### config.mk
export PLATFORM = sky130hd
export DESIGN_NAME = duck_round_controller
export DESIGN_NICKNAME = d
export VERILOG_FILES = /design/src/rtl/duck_round_controller.sv
export SDC_FILE = /design/constraint.sdc
export NUM_CORES = 1
export LEC_CHECK = 0
export CAP_MARGIN = 40
export CORE_UTILIZATION = 53
export CTS_CLUSTER_DIAMETER = 30
export CTS_CLUSTER_SIZE = 40
export DETAILED_ROUTE_END_ITERATION = 8
export HOLD_SLACK_MARGIN = 0.12
export PLACE_DENSITY = 0.87
export SYNTH_ARGS = -nofsm -noshare
export SYNTH_HDL_FRONTEND = slang
export SYNTH_SLANG_ARGS = --single-unit
### constraint.sdc
create_clock -name clk -period 3.4 [get_ports clk]
set_input_delay 0.68 -clock clk [delete_from_list [all_inputs] [get_ports clk]]
set_output_delay 0.68 -clock clk [all_outputs]
set_load 0.03 [all_outputs]
### src/rtl/duck_round_controller.sv
// duck_round_controller
// Runs one round of the duck game around the gun-firing path. It spawns
// ducks, gives each duck a fixed amount of ammo, turns trigger presses into
// single shot pulses, and opens a fixed-length light-flash hit window after
// each shot. Each shot is resolved as a hit or a miss, and the number of
// ducks hit is counted over the round.
//
// Handshakes: there is no valid/ready flow here. Every output is a registered
// level or a one-cycle pulse, and every input is sampled on the rising clk
// edge (trigger goes through its own synchronizer first).
//
// Ports:
//   clk, reset_n  - clock; asynchronous active-low reset
//   start         - begins a round from IDLE or ROUND_END
//   trigger       - raw gun trigger (asynchronous, active-high)
//   hit           - light-sensor hit; only used while flash=1
//   duck_escaped  - one-cycle pulse: the current duck left the screen
//   duck_spawn    - one-cycle pulse: launch the next duck
//   shot_fire     - one-cycle pulse for each accepted shot
//   flash         - high during the hit window
//   duck_shot     - one-cycle pulse: the current duck was hit
//   ammo          - shots left for the current duck
//   duck_idx      - index of the current duck, counting from 0
//   ducks_hit     - ducks hit this round
//   round_over    - high while the round has ended
module duck_round_controller #(
  parameter int SHOTS_PER_DUCK  = 3,
  parameter int DUCKS_PER_ROUND = 10,
  parameter int FLASH_CYCLES    = 4
) (
  input  logic       clk,
  input  logic       reset_n,
  input  logic       start,
  input  logic       trigger,
  input  logic       hit,
  input  logic       duck_escaped,
  output logic       duck_spawn,
  output logic       shot_fire,
  output logic       flash,
  output logic       duck_shot,
  output logic [1:0] ammo,
  output logic [3:0] duck_idx,
  output logic [3:0] ducks_hit,
  output logic       round_over
);

  localparam logic [1:0] AMMO_LOAD  = 2'(SHOTS_PER_DUCK);
  localparam logic [3:0] LAST_DUCK  = 4'(DUCKS_PER_ROUND - 1);
  localparam logic [3:0] HIT_MAX    = 4'(DUCKS_PER_ROUND);
  localparam logic [7:0] FLASH_LOAD = 8'(FLASH_CYCLES);

  typedef enum logic [2:0] {
    S_IDLE      = 3'd0,
    S_SPAWN     = 3'd1,
    S_ARMED     = 3'd2,
    S_FLASH     = 3'd3,
    S_RESOLVE   = 3'd4,
    S_DUCK_DONE = 3'd5,
    S_ROUND_END = 3'd6
  } state_t;

  state_t     state_q, state_d;
  logic [7:0] flash_cnt_q, flash_cnt_d;
  logic       hit_latch_q, hit_latch_d;
  logic [1:0] ammo_d;
  logic [3:0] duck_idx_d, ducks_hit_d;
  logic       shot_fire_d, duck_shot_d;

  // Trigger path. The synchronizer and the edge-detect history reset to 1.
  // Because of this, a trigger held through reset looks like "already
  // pressed" and has to be released before it can fire.
  logic trig_sync1, trig_sync2, trig_prev, trig_edge;

  always_ff @(posedge clk or negedge reset_n) begin
    if (!reset_n) begin
      trig_sync1 <= 1'b1;
      trig_sync2 <= 1'b1;
      trig_prev  <= 1'b1;
    end else begin
      trig_sync1 <= trigger;
      trig_sync2 <= trig_sync1;
      trig_prev  <= trig_sync2;
    end
  end

  assign trig_edge = trig_sync2 & ~trig_prev;

  // Next-state logic. Pulse outputs are computed from the transition, so
  // they are registered together with the state.
  always_comb begin
    state_d     = state_q;
    flash_cnt_d = flash_cnt_q;
    hit_latch_d = hit_latch_q;
    ammo_d      = ammo;
    duck_idx_d  = duck_idx;
    ducks_hit_d = ducks_hit;
    shot_fire_d = 1'b0;
    duck_shot_d = 1'b0;
    case (state_q)
      S_IDLE: begin
        if (start) begin
          duck_idx_d  = 4'd0;
          ducks_hit_d = 4'd0;
          state_d     = S_SPAWN;
        end
      end
      S_SPAWN: begin
        ammo_d      = AMMO_LOAD;
        hit_latch_d = 1'b0;
        state_d     = S_ARMED;
      end
      S_ARMED: begin
        // If the duck escapes in the same cycle as a trigger edge, the
        // escape wins and the press is dropped.
        if (duck_escaped) begin
          state_d = S_DUCK_DONE;
        end else if (trig_edge && ammo != 2'd0) begin
          shot_fire_d = 1'b1;
          ammo_d      = ammo - 2'd1;
          flash_cnt_d = FLASH_LOAD;
          state_d     = S_FLASH;
        end
      end
      S_FLASH: begin
        // duck_escaped is ignored on purpose: the shot that is in flight
        // must be resolved first.
        if (hit) hit_latch_d = 1'b1;
        if (flash_cnt_q <= 8'd1) state_d = S_RESOLVE;
        else flash_cnt_d = flash_cnt_q - 8'd1;
      end
      S_RESOLVE: begin
        if (hit_latch_q) begin
          duck_shot_d = 1'b1;
          if (ducks_hit < HIT_MAX) ducks_hit_d = ducks_hit + 4'd1;
          state_d = S_DUCK_DONE;
        end else if (ammo == 2'd0) begin
          state_d = S_DUCK_DONE;
        end else begin
          state_d = S_ARMED;
        end
      end
      S_DUCK_DONE: begin
        if (duck_idx >= LAST_DUCK) begin
          state_d = S_ROUND_END;
        end else begin
          duck_idx_d = duck_idx + 4'd1;
          state_d    = S_SPAWN;
        end
      end
      S_ROUND_END: begin
        if (start) begin
          duck_idx_d  = 4'd0;
          ducks_hit_d = 4'd0;
          state_d     = S_SPAWN;
        end
      end
      default: state_d = S_IDLE;
    endcase
  end

  always_ff @(posedge clk or negedge reset_n) begin
    if (!reset_n) begin
      state_q     <= S_IDLE;
      flash_cnt_q <= 8'd0;
      hit_latch_q <= 1'b0;
      ammo        <= 2'd0;
      duck_idx    <= 4'd0;
      ducks_hit   <= 4'd0;
      duck_spawn  <= 1'b0;
      shot_fire   <= 1'b0;
      flash       <= 1'b0;
      duck_shot   <= 1'b0;
      round_over  <= 1'b0;
    end else begin
      state_q     <= state_d;
      flash_cnt_q <= flash_cnt_d;
      hit_latch_q <= hit_latch_d;
      ammo        <= ammo_d;
      duck_idx    <= duck_idx_d;
      ducks_hit   <= ducks_hit_d;
      duck_spawn  <= (state_d == S_SPAWN);
      shot_fire   <= shot_fire_d;
      flash       <= (state_d == S_FLASH);
      duck_shot   <= duck_shot_d;
      round_over  <= (state_d == S_ROUND_END);
    end
  end

endmodule

==> results of run 1 <==
## sequential cells by signal, summed over array words and instances (netlist names), 2 cells and up
name	cells
ammo	2
duck_idx	4
ducks_hit	4
flash_cnt_q	8
state_q	3
## cells in the mapped netlist (all sizes together), types with 3 or more instances
cell / count
or3b: 3
xor2: 4
ha: 7
nand3: 4
dfstp: 3
nor3: 3
a21oi: 9
dfrtp: 27
inv: 14
nand2: 12
nor2: 17
o21ai: 7
or4: 4
## routing by layer
metal	share of wire, %	up-vias	global-route usage [%]
met5	0	-	0
met4	2.1	0	13.93
met3	4.2	4	8.140
met2	52	34	39.07
met1	41	613	28.04
li1	-	596	-
## metrics by stage
stage,hold WS [ns],setup WS [ns],instance area (µm²)
after floorplan,0.3452,0.7840,1534
after global placement,0.3460,0.6799,1772
after detailed placement,0.3514,0.6143,1772
after CTS,0.3649,0.7539,1832
after global routing,0.3696,0.5768,1832
final,0.3615,0.7472,1832
## logic make-up (layout without fill, tap and decap cells)
group                      Yosys count  in the layout  share of synthesized area (%)
and+or+nand+nor                     58             58                          21.04
AOI/OAI and AO/OA                   34             34                          15.99
DFF                                 30             30                          49.18
buffers and inverters               18             44                          4.486
adders and majority gates            7              7                          5.709
xor gates and xnor gates             5              5                          2.855
muxes                                1              1                         0.7340
## path summary, 6_finish.rpt
check,slack (ns),cells past startpoint,from,end
min in group asynchronous,0.72,2,reset_n,ammo[1]$_DFFE_PN0P_
hold / removal,0.36,0,trig_sync1$_DFF_PN1_,trig_sync2$_DFF_PN1_
setup reg to reg,0.75,6,flash_cnt_q[3]$_DFFE_PN0P_,flash_cnt_q[7]$_DFFE_PN0P_
hold reg to reg,0.36,0,trig_sync1$_DFF_PN1_,trig_sync2$_DFF_PN1_
max in group asynchronous,2.37,2,reset_n,trig_sync2$_DFF_PN1_
setup / recovery,0.75,6,flash_cnt_q[3]$_DFFE_PN0P_,flash_cnt_q[7]$_DFFE_PN0P_
## area by class of cell
type / instances / area [µm²] / area share (%)
Sequential cell: 30 / 754.5 / 41.19
Multi-Input combinational cell: 105 / 710.7 / 38.80
Timing Repair Buffer: 22 / 215.2 / 11.75
Clock buffer: 7 / 55.05 / 3.005
Inverter: 14 / 52.55 / 2.869
Tap cell: 31 / 38.79 / 2.117
Clock inverter: 1 / 5.005 / 0.2732
## where the power goes
group	total (mW)	internal, mW	switching (mW)
Combinational	0.628	0.274	0.354
Clock	0.220	0.100	0.120
Sequential	0.592	0.455	0.137
Total	1.44	0.829	0.611
==> results_dict.tcl, run 1 <==
set metrics [dict create \
    ir_worst_vdd_uv 555.9 \
    ctsHoldBuffers 0 \
    design_power_total_mw 1.440 \
    portBuffers 20 \
    clock-root-buffer "clkbuf_4" \
    cp.arrival_ns 2.88 \
    cp-start-kind "register" \
    drt_wl_total_um 3216 \
    synth-edff-count 0 \
    die_width_um 55.80 \
    slowest_delay_ns 0.60 \
    setup_tns_ns 0 \
    setup.worst_path.end_class "register" \
    path_max_fanout 5 \
    hold_viol_final 0 \
    nNetsFinal 191 \
    antenna_found_initial 0 \
    io_pins 21 \
    cts_made_buffers 5 \
    grt.overflow.total 0 \
    critPathMostFrequentCell "or4_4" \
    gp_congestion 0.8316 \
    wl_per_cell_um 15.31 \
    drc 0 \
    area_delta_synth_final_pct 19.41 \
    ys_seq_area_share_pct 49.18 \
    final_cell_mix "dfrtp_1 (27), clkdlybuf4s50_1 (20), nor2_1 (17)" \
    fin_util_pct 66.42 \
    finalSetupViolCount 0 \
    yosysUniqueCellTypes 48 \
    fillCellCount 207 \
    rows 19 \
    drt_pass1_iterations 6 \
    cts_buffer_depth 2 \
    start_util_pct 55.63 \
    antenna_left 0 \
    syn_inst 153 \
    synth.avg_cell_area_um2 10.03 \
    cp_top_family "simple AND/OR/NAND/NOR gates" \
    power.density_nw_per_um2 786.1 \
    hold_path_class "register to register" \
    htreeDepth 2 \
    grt_max_degree 31 \
    ys_seq_elements 30 \
    layout.cells.non_filler 210 \
    yosys-top-cells-area "dfrtp_1 (44%), ha_1 (5.7%), dfstp_2 (5.1%)" \
    hpwlAfterDp_um 2369 \
    cp.required_ns 3.63 \
    grt_usage_pct 24.20 \
    rsz0062_at_grt "no" \
    syn_nets 166 \
    synth_top_area_share_pct 44.05 \
    slowest_stage "or4_4" \
    place_inst 202 \
    vias 1247 \
    postCtsSetupRepairBufs 0 \
    yosysWarnings 0 \
    p_leak_nw 0.8415 \
    period_needed_ns 2.653 \
    coreArea_um2 2758 \
    yosys.area.top_type "dfrtp_1" \
    worst_pin_slew_ns 0.6415 \
    ctsResizeCount 0 \
    clock-sinks 30 \
    grt_first_pass_wirelength_um 5582 \
    synthArstFlopShare_pct 100.0 \
    dieArea_um2 3114 \
    ys.flop_type "dfrtp_1" \
    max_freq_mhz 377.0 \
    grt_pass1_vias 1190 \
    path_buf_inv 0 \
    drtIter0Drc 39 \
    outcome "finished, final reports clean" \
    drv_slew 0 \
    netlist_area_um2 1534 \
    fin_crit_sh_pct 78.02 \
    crit_chain "or4_4 > o41a_1 > or4_4 > o2111ai_1 > xor2_1 > nor2_1" \
    final.setup_skew_ns 0.01031 \
    criticalPathCategory "register to register" \
    path_clk_slew_ns 0.09 \
    drive_gt1_share_pct 13.97 \
    die_h_um 55.80 \
    antennaDiodeCount 0 \
    final_common_cell "dfrtp_1" \
    via_per_inst 5.938 \
    maxSlewHeadroom_pct 57.14 \
    maxCapViolations 0 \
    cts_tree "built" \
    clk_latency_ns 0.34 \
]
No activity file was read; power rests on OpenSTA's default activity.
==> run 2: changes to the inputs <==
==> constraint.sdc (replaced) <==
create_clock -name clk -period 2.6 [get_ports clk]
set_input_delay 0.52 -clock clk [delete_from_list [all_inputs] [get_ports clk]]
set_output_delay 0.52 -clock clk [all_outputs]
set_load 0.03 [all_outputs]
==> run 2 against run 1 <==
Effect of this change: the flow now finishes with violations (negative setup slack); register-to-register slack worse by 0.77 ns; hold slack better by 0.0013 ns; combinational power up 62%; flip-flop and latch count unchanged; core utilization up 4.7 points; cell area up 7.0%; via count up 6.5%; clock skew down 0.0044 ns.
==> results_dict.tcl, run 2 (synthesis gave the netlist of run 1 again) <==
set metrics [dict create \
    outcome "finished with violations" \
    failed_checks "negative setup slack" \
    drt_wl_total_um 3577 \
    rows 19 \
    die_width_um 55.80 \
    p_switching_uw 880.2 \
    comb_power_share_pct 49.4 \
    htreeDepth 2 \
    max_freq_mhz 380.6 \
    critPathMostFrequentCell "or4_4" \
    largest_reg_flops 8 \
    gp_congestion 0.8805 \
    p_leak_nw 0.9133 \
    final_cell_mix "dfrtp_1 (26), clkdlybuf4s50_1 (20), nor2_1 (17)" \
    clk_latency_ns 0.34 \
    antenna_found_initial 0 \
    dieArea_um2 3114 \
    design_power_total_mw 2.075 \
    criticalPathCategory "register to register" \
    path_buf_inv 1 \
    dr_wl_met3_um 173 \
    wl_per_cell_um 16.04 \
    power.density_nw_per_um2 1058 \
    grt_first_pass_wirelength_um 5747 \
    p_int_mw 1.194 \
    clock-sinks 30 \
    hold_path_class "register to register" \
    die_h_um 55.80 \
    grt_usage_pct 24.03 \
    place_inst 210 \
    drtIter0Drc 62 \
    power_frac_seq_pct 36.6 \
    ir_worst_vdd_uv 793.8 \
    maxCapViolations 0 \
    hpwlAfterDp_um 2408 \
    routed.top_layer "met4" \
    cp-start-kind "register" \
    fin_ws_ns -0.02710 \
    portBuffers 20 \
    maxSlewHeadroom_pct 63.94 \
    largest_register "flash_cnt_q" \
    via_per_inst 5.955 \
    grt.overflow.total 0 \
    setup.worst_path.end_class "register" \
    nNetsFinal 204 \
    fin_crit_sh_pct 101.0 \
    cp.arrival_ns 2.85 \
    final.setup_skew_ns 0.005944 \
    slowest_stage "or4_4" \
    hold_viol_final 0 \
    crit_chain "or4_4 > o41a_1 > or4_4 > o211ai_4 > buf_6 > xnor2_2 > nand2_1" \
    finalSetupViolCount 3 \
    drc 0 \
    switching_share_pct 42.43 \
    final_common_cell "dfrtp_1" \
    clkPwrFrac_pct 14.0 \
    cts_tree "built" \
    clock-root-buffer "clkbuf_4" \
    cts_made_buffers 5 \
    worst_pin_slew_ns 0.5410 \
    setup_tns_ns -0.05077 \
    path_max_fanout 5 \
    io_pins 21 \
    met2RoutedLength_um 1846 \
    drt_pass1_iterations 4 \
    rsz0062_at_grt "yes" \
    vias 1328 \
    drive_gt1_share_pct 21.88 \
    grt_max_degree 31 \
    coreArea_um2 2758 \
    grt_pass1_vias 1294 \
    routedLengthMet1_um 1498 \
    timing.hold.ws_ns 0.3628 \
    layout.cells.non_filler 223 \
    ctsHoldBuffers 0 \
    area_delta_synth_final_pct 27.81 \
    antennaDiodeCount 0 \
    slowest_delay_ns 0.56 \
    cp.required_ns 2.83 \
    fin_util_pct 71.10 \
    reg_top3 "flash_cnt_q x8, duck_idx x4, ducks_hit x4" \
    cts_buffer_depth 2 \
    period_needed_ns 2.627 \
    start_util_pct 55.63 \
    antenna_left 0 \
    cp_top_family "simple AND/OR/NAND/NOR gates" \
    path_clk_slew_ns 0.09 \
    drv_slew 0 \
]
run 2: changes by cell type in the layout (fill, tap and decap cells not counted), sizes merged:
cell  change
buf      +13
run 2: timing repair:
item	in CTS	in global routing
pin swaps	1	5
buffers inserted	0	5
endpoints found under the setup margin	3	5
gates resized for setup	3	3
hold endpoints to repair	0	0
run 2: routing by layer:
| layer | global-route usage (%) | vias up |
|---|---|---|
| li1 | - | 622 |
| met1 | 29.57 | 662 |
| met2 | 38.90 | 36 |
| met3 | 7.209 | 8 |
| met4 | 11.07 | 0 |
| met5 | 0 | - |
run 2: cell type report:
| type | count | area, µm² |
|---|---|---|
| fillers | 188 | 797.0 |
| inverters | 14 | 52.55 |
| well taps | 31 | 38.79 |
| clock buffers | 7 | 55.05 |
| flip-flops and latches | 30 | 755.7 |
| multi-input cells | 105 | 737.0 |
| clock inverters | 1 | 5.005 |
| repair buffers | 35 | 316.6 |
run 2: power groups by stage:
stage	Clock, mW	Combinational, mW	Sequential (mW)
final	0.290	1.02	0.760
after global routing	0.318	1.10	0.777
after CTS	0.294	0.910	0.751
after detailed placement	0	0.882	0.757
after global placement	0	0.831	0.742
after floorplan	0	0.553	0.786
run 2: through the flow:
step | cell area (µm²) | setup WS [ns]
after detailed placement | 1833 | -0.06722
after global routing | 1961 | -0.1109
after CTS | 1903 | 0.003766
after global placement | 1833 | 0.03761
after floorplan | 1535 | 0.03713
final | 1961 | -0.02710
run 2: worst register-to-register path, delay by kind of cell, from the launching register on:
| kind | cells | cell delay (ns) |
|---|---|---|
| xor+xnor | 1 | 0.11 |
| flops | 1 | 0.40 |
| simple gates | 3 | 1.19 |
| buf+inv | 1 | 0.14 |
| compound gates | 2 | 0.68 |
run 2: path summary, 6_finish.rpt:
check / start / endpoint / slack, ns / cells after the start
max: flash_cnt_q[2]$_DFFE_PN0P_ / flash_cnt_q[2]$_DFFE_PN0P_ / -0.03 / 7
min: trig_sync2$_DFF_PN1_ / trig_prev$_DFF_PN1_ / 0.36 / 0
max reg2reg: flash_cnt_q[2]$_DFFE_PN0P_ / flash_cnt_q[2]$_DFFE_PN0P_ / -0.03 / 7
min reg2reg: trig_sync2$_DFF_PN1_ / trig_prev$_DFF_PN1_ / 0.36 / 0
max in group asynchronous: reset_n / trig_sync2$_DFF_PN1_ / 1.73 / 2
min in group asynchronous: reset_n / ducks_hit[0]$_DFFE_PN0P_ / 0.56 / 2
==> run 3: changes to the inputs <==
--- a/config.mk
+++ b/config.mk
@@ -6,12 +6,12 @@
 export NUM_CORES = 1
 export LEC_CHECK = 0
 export CAP_MARGIN = 40
-export CORE_UTILIZATION = 53
+export CORE_UTILIZATION = 35
 export CTS_CLUSTER_DIAMETER = 30
 export CTS_CLUSTER_SIZE = 40
 export DETAILED_ROUTE_END_ITERATION = 8
 export HOLD_SLACK_MARGIN = 0.12
-export PLACE_DENSITY = 0.87
+export PLACE_DENSITY = 0.64
 export SYNTH_ARGS = -nofsm -noshare
 export SYNTH_HDL_FRONTEND = slang
 export SYNTH_SLANG_ARGS = --single-unit
==> run 3 against run 2 <==
Effect of this change: routed wire length fell by 7.5%; highest routed layer unchanged; register-to-register slack better by 0.09 ns; combinational power is essentially flat; hold slack lost 0.0056 ns; cell area grew 2.6%; the run now ends clean; core utilization down 22 points.
==> results_dict.tcl, run 3 (synthesis gave the netlist of run 1 again) <==
set metrics [dict create \
    outcome "finished, final reports clean" \
    grt_max_degree 31 \
    fin_util_pct 48.89 \
    hpwlAfterDp_um 2420 \
    power.density_nw_per_um2 1040 \
    worst_pin_slew_ns 0.4192 \
    final_cell_mix "dfrtp_1 (26), clkdlybuf4s50_1 (20), nor2_1 (17)" \
    die_width_um 68.20 \
    io_pins 21 \
    htreeDepth 2 \
    grt_pass1_vias 1200 \
    antenna_found_initial 0 \
    dieArea_um2 4651 \
    cts_tree "built" \
    wl_per_cell_um 13.67 \
    setup_tns_ns 0 \
    clk_latency_ns 0.28 \
    grt_first_pass_wirelength_um 5533 \
    drc 0 \
    fillCellCount 390 \
    multi_input_area_um2 744.5 \
    timing.hold.ws_ns 0.3573 \
    fin_crit_sh_pct 97.52 \
    drt_pass1_iterations 4 \
    fin_ws_ns 0.06440 \
    layout.cells.non_filler 242 \
    coreArea_um2 4115 \
    final.setup_skew_ns 0.008143 \
    setup.worst_path.end_class "register" \
    vias 1270 \
    cp-start-kind "register" \
    criticalPathCategory "register to register" \
    finalSetupViolCount 0 \
    clock-sinks 30 \
    hold_viol_final 0 \
    antenna_left 0 \
    area_delta_synth_final_pct 31.16 \
    p_leak_nw 0.9123 \
    register_area_um2 755.7 \
    largest_register "flash_cnt_q" \
    maxSlewHeadroom_pct 71.33 \
    drv_slew 0 \
    largest_reg_flops 8 \
    ir_worst_vdd_uv 564.8 \
    maxCapViolations 0 \
    max_freq_mhz 394.4 \
    path_max_fanout 5 \
    cp.arrival_ns 2.69 \
    drive_gt1_share_pct 20.83 \
    nNetsFinal 204 \
    reg_top3 "flash_cnt_q x8, duck_idx x4, ducks_hit x4" \
    grt.overflow.total 0 \
    rows 23 \
    final_common_cell "dfrtp_1" \
    portBuffers 20 \
    dp_slack_ns -0.03736 \
    antennaDiodeCount 0 \
    place_inst 233 \
    path_clk_slew_ns 0.06 \
    drtIter0Drc 62 \
    cp.required_ns 2.76 \
    cts_buffer_depth 2 \
    period_needed_ns 2.536 \
    ctsHoldBuffers 0 \
    cts_made_buffers 5 \
    gp_congestion 0.7868 \
    start_util_pct 37.28 \
    drt_wl_total_um 3308 \
    hold_path_class "register to register" \
    die_h_um 68.20 \
    clock-root-buffer "clkbuf_8" \
    grt_usage_pct 16.36 \
    via_per_inst 5.248 \
]
## run 3: cell count changes in the layout (fill, tap and decap cells not counted)
cell and change:
clkbuf_4 -5, clkbuf_8 +4, clkbuf_1 +2, a2111oi_2 -1, a2111oi_4 +1, clkinv_2 -1, or3b_1 -1, or3b_4 +1
xnor2_1 +1, xnor2_2 -1
## run 3: stage by stage
stage | instance area, µm² | total power, mW
after floorplan | 1535 | 1.340
after detailed placement | 1887 | 1.674
final | 2012 | 2.091
after global routing | 2012 | 2.245
after CTS | 1979 | 2.067
after global placement | 1887 | 1.627
## run 3: layout make-up
class	instances	share of cell area [%]
clock buffer	8	3.980
inverter	14	2.612
multi-input combinational	105	37.00
sequential	30	37.56
tap	50	3.109
timing repair buffer	35	15.73
## run 3: timing repair
action / CTS / global route
buffers inserted: 0 / 1
cloned: 0 / 0
resized for setup: 2 / 5
endpoints found under the setup margin: 2 / 3
pin swaps: 1 / 3
## run 3: worst max-delay path: stages (launching register included)
cell and delay (ns):
dfrtp_1 0.38, or4_4 0.55, o41a_1 0.37, or4_4 0.59, o211ai_4 0.22, buf_6 0.13, xnor2_1 0.10, nand2_1 0.07
## run 3: report_power, final
group | switching [mW] | internal [mW] | leakage (nW)
clock | 0.167 | 0.190 | 0.0395
sequential | 0.125 | 0.598 | 0.378
combinational | 0.547 | 0.464 | 0.495
## run 3: final timing paths
kind                                       startpoint                    endpoint  slack, ns  cells after the start
setup / recovery           flash_cnt_q[3]$_DFFE_PN0P_  flash_cnt_q[2]$_DFFE_PN0P_       0.06                      7
hold / removal                   trig_sync1$_DFF_PN1_        trig_sync2$_DFF_PN1_       0.36                      0
setup reg to reg           flash_cnt_q[3]$_DFFE_PN0P_  flash_cnt_q[2]$_DFFE_PN0P_       0.06                      7
hold reg to reg                  trig_sync1$_DFF_PN1_        trig_sync2$_DFF_PN1_       0.36                      0
max in group asynchronous                     reset_n         trig_prev$_DFF_PN1_       1.65                      2
min in group asynchronous                     reset_n        state_q[1]$_DFF_PN0_       0.63                      2
## run 3: metal layers
layer | global-route usage [%] | wire length, µm | vias to the layer above
li1 | - | - | 622
met5 | 0 | 0 | -
met4 | 6.250 | 40 | 0
met2 | 25.49 | 1627 | 32
met3 | 5.500 | 138 | 4
met1 | 20.74 | 1501 | 612
==> RTL edit 1 (settings of run 3) <==
The 7 states of `state_t` get a one-hot encoding in 7 bits.
--- a/src/rtl/duck_round_controller.sv
+++ b/src/rtl/duck_round_controller.sv
@@ -49,14 +49,14 @@
   localparam logic [3:0] HIT_MAX    = 4'(DUCKS_PER_ROUND);
   localparam logic [7:0] FLASH_LOAD = 8'(FLASH_CYCLES);
 
-  typedef enum logic [2:0] {
-    S_IDLE      = 3'd0,
-    S_SPAWN     = 3'd1,
-    S_ARMED     = 3'd2,
-    S_FLASH     = 3'd3,
-    S_RESOLVE   = 3'd4,
-    S_DUCK_DONE = 3'd5,
-    S_ROUND_END = 3'd6
+  typedef enum logic [6:0] {
+    S_IDLE      = 7'b0000001,
+    S_SPAWN     = 7'b0000010,
+    S_ARMED     = 7'b0000100,
+    S_FLASH     = 7'b0001000,
+    S_RESOLVE   = 7'b0010000,
+    S_DUCK_DONE = 7'b0100000,
+    S_ROUND_END = 7'b1000000
   } state_t;
 
   state_t     state_q, state_d;
Formal check against the unedited RTL: no difference found for any inputs over 10 cycles, from zero or initial values and one cycle with reset_n low; not proved beyond that.
==> RTL edit 1 against run 3 <==
Synthesized area rose by 12%. Design area rose by 3.9%. Synthesized cell count rose by 11%. Critical path depth fell by 3. Worst setup slack improved by 0.39 ns. Routed wire length rose by 5.9%. Final cell count rose by 8.7%. Non-clock buffer count fell by 12. Sequential cell count rose by 4. Critical endpoint is now state_q[0]$_DFF_PN1_. Highest routed layer unchanged.
Power is not compared: it rests on default switching activity, and its combinational part moved more than twofold at a synthesized area within 25%.
==> RTL edit 1: results (changes against run 3) <==
sequential fraction of the synthesis area 49.9% (was 49.2%); Detailed Place HPWL 2.49 mm (was 2.42 mm); DRT iter0 DRCs 91 (was 62); top post-synthesis cells by area dfrtp_1 (44%), dfstp_2 (6.1%), ha_1 (5.1%) (was dfrtp_1 (44%), ha_1 (5.7%), dfstp_2 (5.1%)); Lkg Pwr approximately 0.00094 µW; TritonRoute pass-1 iters 6 (was 4); status complete, no violations (unchanged); R2R Setup Slk 0.45 ns (was 0.06 ns); post_cts resized 0 (was 2); Worst setup startpoint flash_cnt_q[2]$_DFFE_PN0P_ (was flash_cnt_q[3]$_DFFE_PN0P_); first-pass GRT wire length 6.02 mm (was 5.53 mm); post-synthesis mux area share 1.75% (was 0.734%); pin count of the biggest net entering global routing 35 (was 31); Avg WL per Cell 13.3 µm (was 13.7 µm); Num CTS Buffers 5 (unchanged); layout cell share with drive strength beyond 1 12.2% (was 20.8%); number of fill cells 458 (was 390); Total GRT Usage 15.0% (was 16.4%); dpl cell area 0.00200 mm² (was 0.00189 mm²); DRT antenna net count 0 (unchanged); M1 wire length 1.74 mm (was 1.50 mm); Syn Nets 183 (was 166); Worst-path clk slew 0.07 ns; hold path start trig_sync1$_DFF_PN1_ (unchanged); Post-synth top cells dfrtp_1 (30), o21ai_0 (13), inv_1 (12), nand2_1 (12), nor2_1 (11) (was dfrtp_1 (27), nor2_1 (17), inv_1 (13)); met3 routed WL 136 µm (was 138 µm); post-synthesis xor/xnor area fraction 1.02% (was 2.85%); last element of the critical path state_q[0]$_DFF_PN1_ (was flash_cnt_q[2]$_DFFE_PN0P_); met2 wire length 1.58 mm (was 1.63 mm); Largest regs flash_cnt_q: 8 flops, state_q: 7 flops (was flash_cnt_q: 8 flops, duck_idx: 4 flops, ducks_hit: 4 flops); Slew @ Worst Pin 0.676 ns (was 0.419 ns); Vias 1,381 (was 1,270); CP Max Fanout 6 (was 5); Cell variety after synth 47 (was 48); post-synthesis compound-gate area fraction 15.1% (was 16.0%); crit path DAT 2.36 ns (was 2.69 ns); Final #Nets 208 (was 204); H-tree depth 2 (unchanged); clock skew 0.00621 ns (was 0.00814 ns); Placer Congestion 0.765 (was 0.787); worst-case reg-to-reg path depth 4 (was 7)
-- RTL edit 1: metrics by stage --
| step | setup slack [ns] | hold WS, ns | instances | utilization, % |
|---|---|---|---|---|
| 6_report | 0.450 | 0.358 | 263 | 44.3 |
| 5_1_grt | 0.257 | 0.363 | 263 | 44.3 |
| 4_1_cts | 0.439 | 0.359 | 263 | 44.3 |
| 3_5_place_dp | 0.424 | 0.350 | 255 | 42.3 |
| 3_3_place_gp | 0.446 | 0.346 | 255 | 42.3 |
| 2_1_floorplan | 0.375 | 0.224 | 170 | - |
-- RTL edit 1: power breakdown --
group / switching [µW] / total, µW / internal [µW]
registers: 108 / 730 / 623
clock network: 187 / 400 / 213
logic: 289 / 495 / 206
total: 583 / 1630 / 1040
-- RTL edit 1: worst max-delay path, stage by stage, from the launching register on --
cell and delay (ns):
dfrtp_1 0.42, or4_1 0.63, or4_1 0.65, a211oi_2 0.25, o22ai_1 0.11
-- RTL edit 1: per-layer routing --
layer,vias up,global-route usage [%]
met3,5,4.03
met2,30,22.9
met5,-,0
met1,666,20.1
li1,680,-
met4,0,6.54
-- RTL edit 1: logic make-up after synthesis --
logic type,after synthesis
AOI/OAI and AO/OA,39
xor gates and xnor gates,2
adders and majority gates,7
buffers and inverters,17
DFF,34
muxes,3
and+or+nand+nor,68
-- RTL edit 1: layout make-up --
type | instances | share of cell area [%]
Sequential cell | 34 | 40.9
Inverter | 12 | 2.15
Timing Repair Buffer | 23 | 10.7
Clock inverter | 1 | 0.239
Clock buffer | 7 | 4.13
Tap cell | 67 | 4.01
Multi-Input combinational cell | 119 | 37.9
==> RTL edit 2 (flow settings as in run 3) <==
Made on the original files. Change the parameter `DUCKS_PER_ROUND` from 10 to 5.
--- a/src/rtl/duck_round_controller.sv
+++ b/src/rtl/duck_round_controller.sv
@@ -25,7 +25,7 @@
 //   round_over    - high while the round has ended
 module duck_round_controller #(
   parameter int SHOTS_PER_DUCK  = 3,
-  parameter int DUCKS_PER_ROUND = 10,
+  parameter int DUCKS_PER_ROUND = 5,
   parameter int FLASH_CYCLES    = 4
 ) (
   input  logic       clk,
Formal check against the unedited RTL: same outputs for any inputs over 10 cycles, from zero or initial values and one cycle with reset_n low; that may be too few to reach the edited logic, so the function may still have changed.
==> RTL edit 2 against run 3 <==
Fmax is 20% higher. Routed wire length is 13% lower. Clock power is 7.8% higher. Design area is 8.5% lower. Die area is 3.4% lower. Sequential cell count stayed put. Worst setup slack better by 0.42 ns. Critical endpoint is now flash_cnt_q[0]$_DFFE_PN0P_. Synthesized cell count is 6.5% lower. Synthesized area is 3.5% lower. Total power is 3.2% lower.
==> RTL edit 2: results (changes against run 3) <==
Post-synth top cells dfrtp_1 (27), nor2_1 (15), inv_1 (10) (was dfrtp_1 (27), nor2_1 (17), inv_1 (13)); non-clk buf share 12.1% (was 15.7%); Synth top area share 45.6% (was 44.0%); clock-cell share of area 4.96% (was 3.98%); status complete, no violations (unchanged); clk pwr 385 µW (was 357 µW); first-pass GRT wire length 4.97 mm (was 5.53 mm); invs w/o clock 10 (was 14); crit path DAT 2.27 ns (was 2.69 ns); number of fill cells 382 (was 390); register area 754 µm² (was 756 µm²); layout cell share with drive strength beyond 1 13.5% (was 20.8%); post-synthesis mux area share 2.11% (was 0.734%); Gate Count Post-Synth 143 (was 153); Seq pwr share 39.2% (was 34.6%); met2 wire length 1.37 mm (was 1.63 mm); Vias 1,151 (was 1,270); sequential fraction of the synthesis area 51.0% (was 49.2%); final instance area 0.00184 mm² (was 0.00201 mm²); Adder-Cell Fraction of Synth Area 5.07% (was 5.71%); Lkg Pwr 0.000811 µW (was 0.000912 µW); Worst setup startpoint ammo[0]$_DFFE_PN0P_ (was flash_cnt_q[3]$_DFFE_PN0P_); fraction of area in multi-input gates 36.5% (was 37.0%); comb_multi_in 99 (was 105); P_seq 793 µW (was 723 µW); CP Max Fanout 10 (was 5); area delta synth->final 24.3% (was 31.2%); Sw Ratio 40.7% (was 40.1%); Total GRT Usage 15.5% (was 16.4%); post-synthesis xor/xnor area fraction 1.78% (was 2.85%); clock skew 0.00481 ns (was 0.00814 ns); M1 wire length 1.32 mm (was 1.50 mm); relative slew slack 54.9% (was 71.3%); met3 routed WL 114 µm (was 138 µm); Max VDD drop 0.484 mV (was 0.565 mV); worst-case reg-to-reg path depth 6 (was 7); clock buffers 7 (was 8); DRT iter0 DRCs 54 (was 62); worst r2r dst flash_cnt_q[0]$_DFFE_PN0P_ (was flash_cnt_q[2]$_DFFE_PN0P_); top post-synthesis cells by area dfrtp_1 (46%), dfstp_2 (5.3%), ha_1 (5.1%) (was dfrtp_1 (44%), ha_1 (5.7%), dfstp_2 (5.1%)); Detailed Place HPWL 2.10 mm (was 2.42 mm); met2 usage 23.9% (was 25.5%); Buffers excl. clock 23 (was 35); Avg WL per Cell 13.1 µm (was 13.7 µm)
## RTL edit 2: cell types whose count changed in the layout (fill, tap and decap cells not counted), sizes merged, moves of 3 or more
cell | before | now
o31ai | 1 | 4
nand2 | 12 | 4
buf | 15 | 3
nand2b | 0 | 3
inv | 14 | 10
## RTL edit 2: worst max path at each step
stage                                             to  slack [ns]  depth (start not counted)
final                     flash_cnt_q[0]$_DFFE_PN0P_        0.49                          6
after global routing      flash_cnt_q[0]$_DFFE_PN0P_        0.33                          6
after CTS                 flash_cnt_q[0]$_DFFE_PN0P_        0.49                          6
after detailed placement  flash_cnt_q[0]$_DFFE_PN0P_        0.50                          6
after global placement    flash_cnt_q[0]$_DFFE_PN0P_        0.56                          6
after floorplan           flash_cnt_q[0]$_DFFE_PN0P_        0.52                          6
## RTL edit 2: worst max-delay path, stage by stage (launching register included)
cell and delay, ns:
dfrtp_1 0.34, inv_1 0.06, ha_1 0.22, or3b_2 0.51, a211oi_2 0.59, nand3b_1 0.19, o21ai_0 0.07
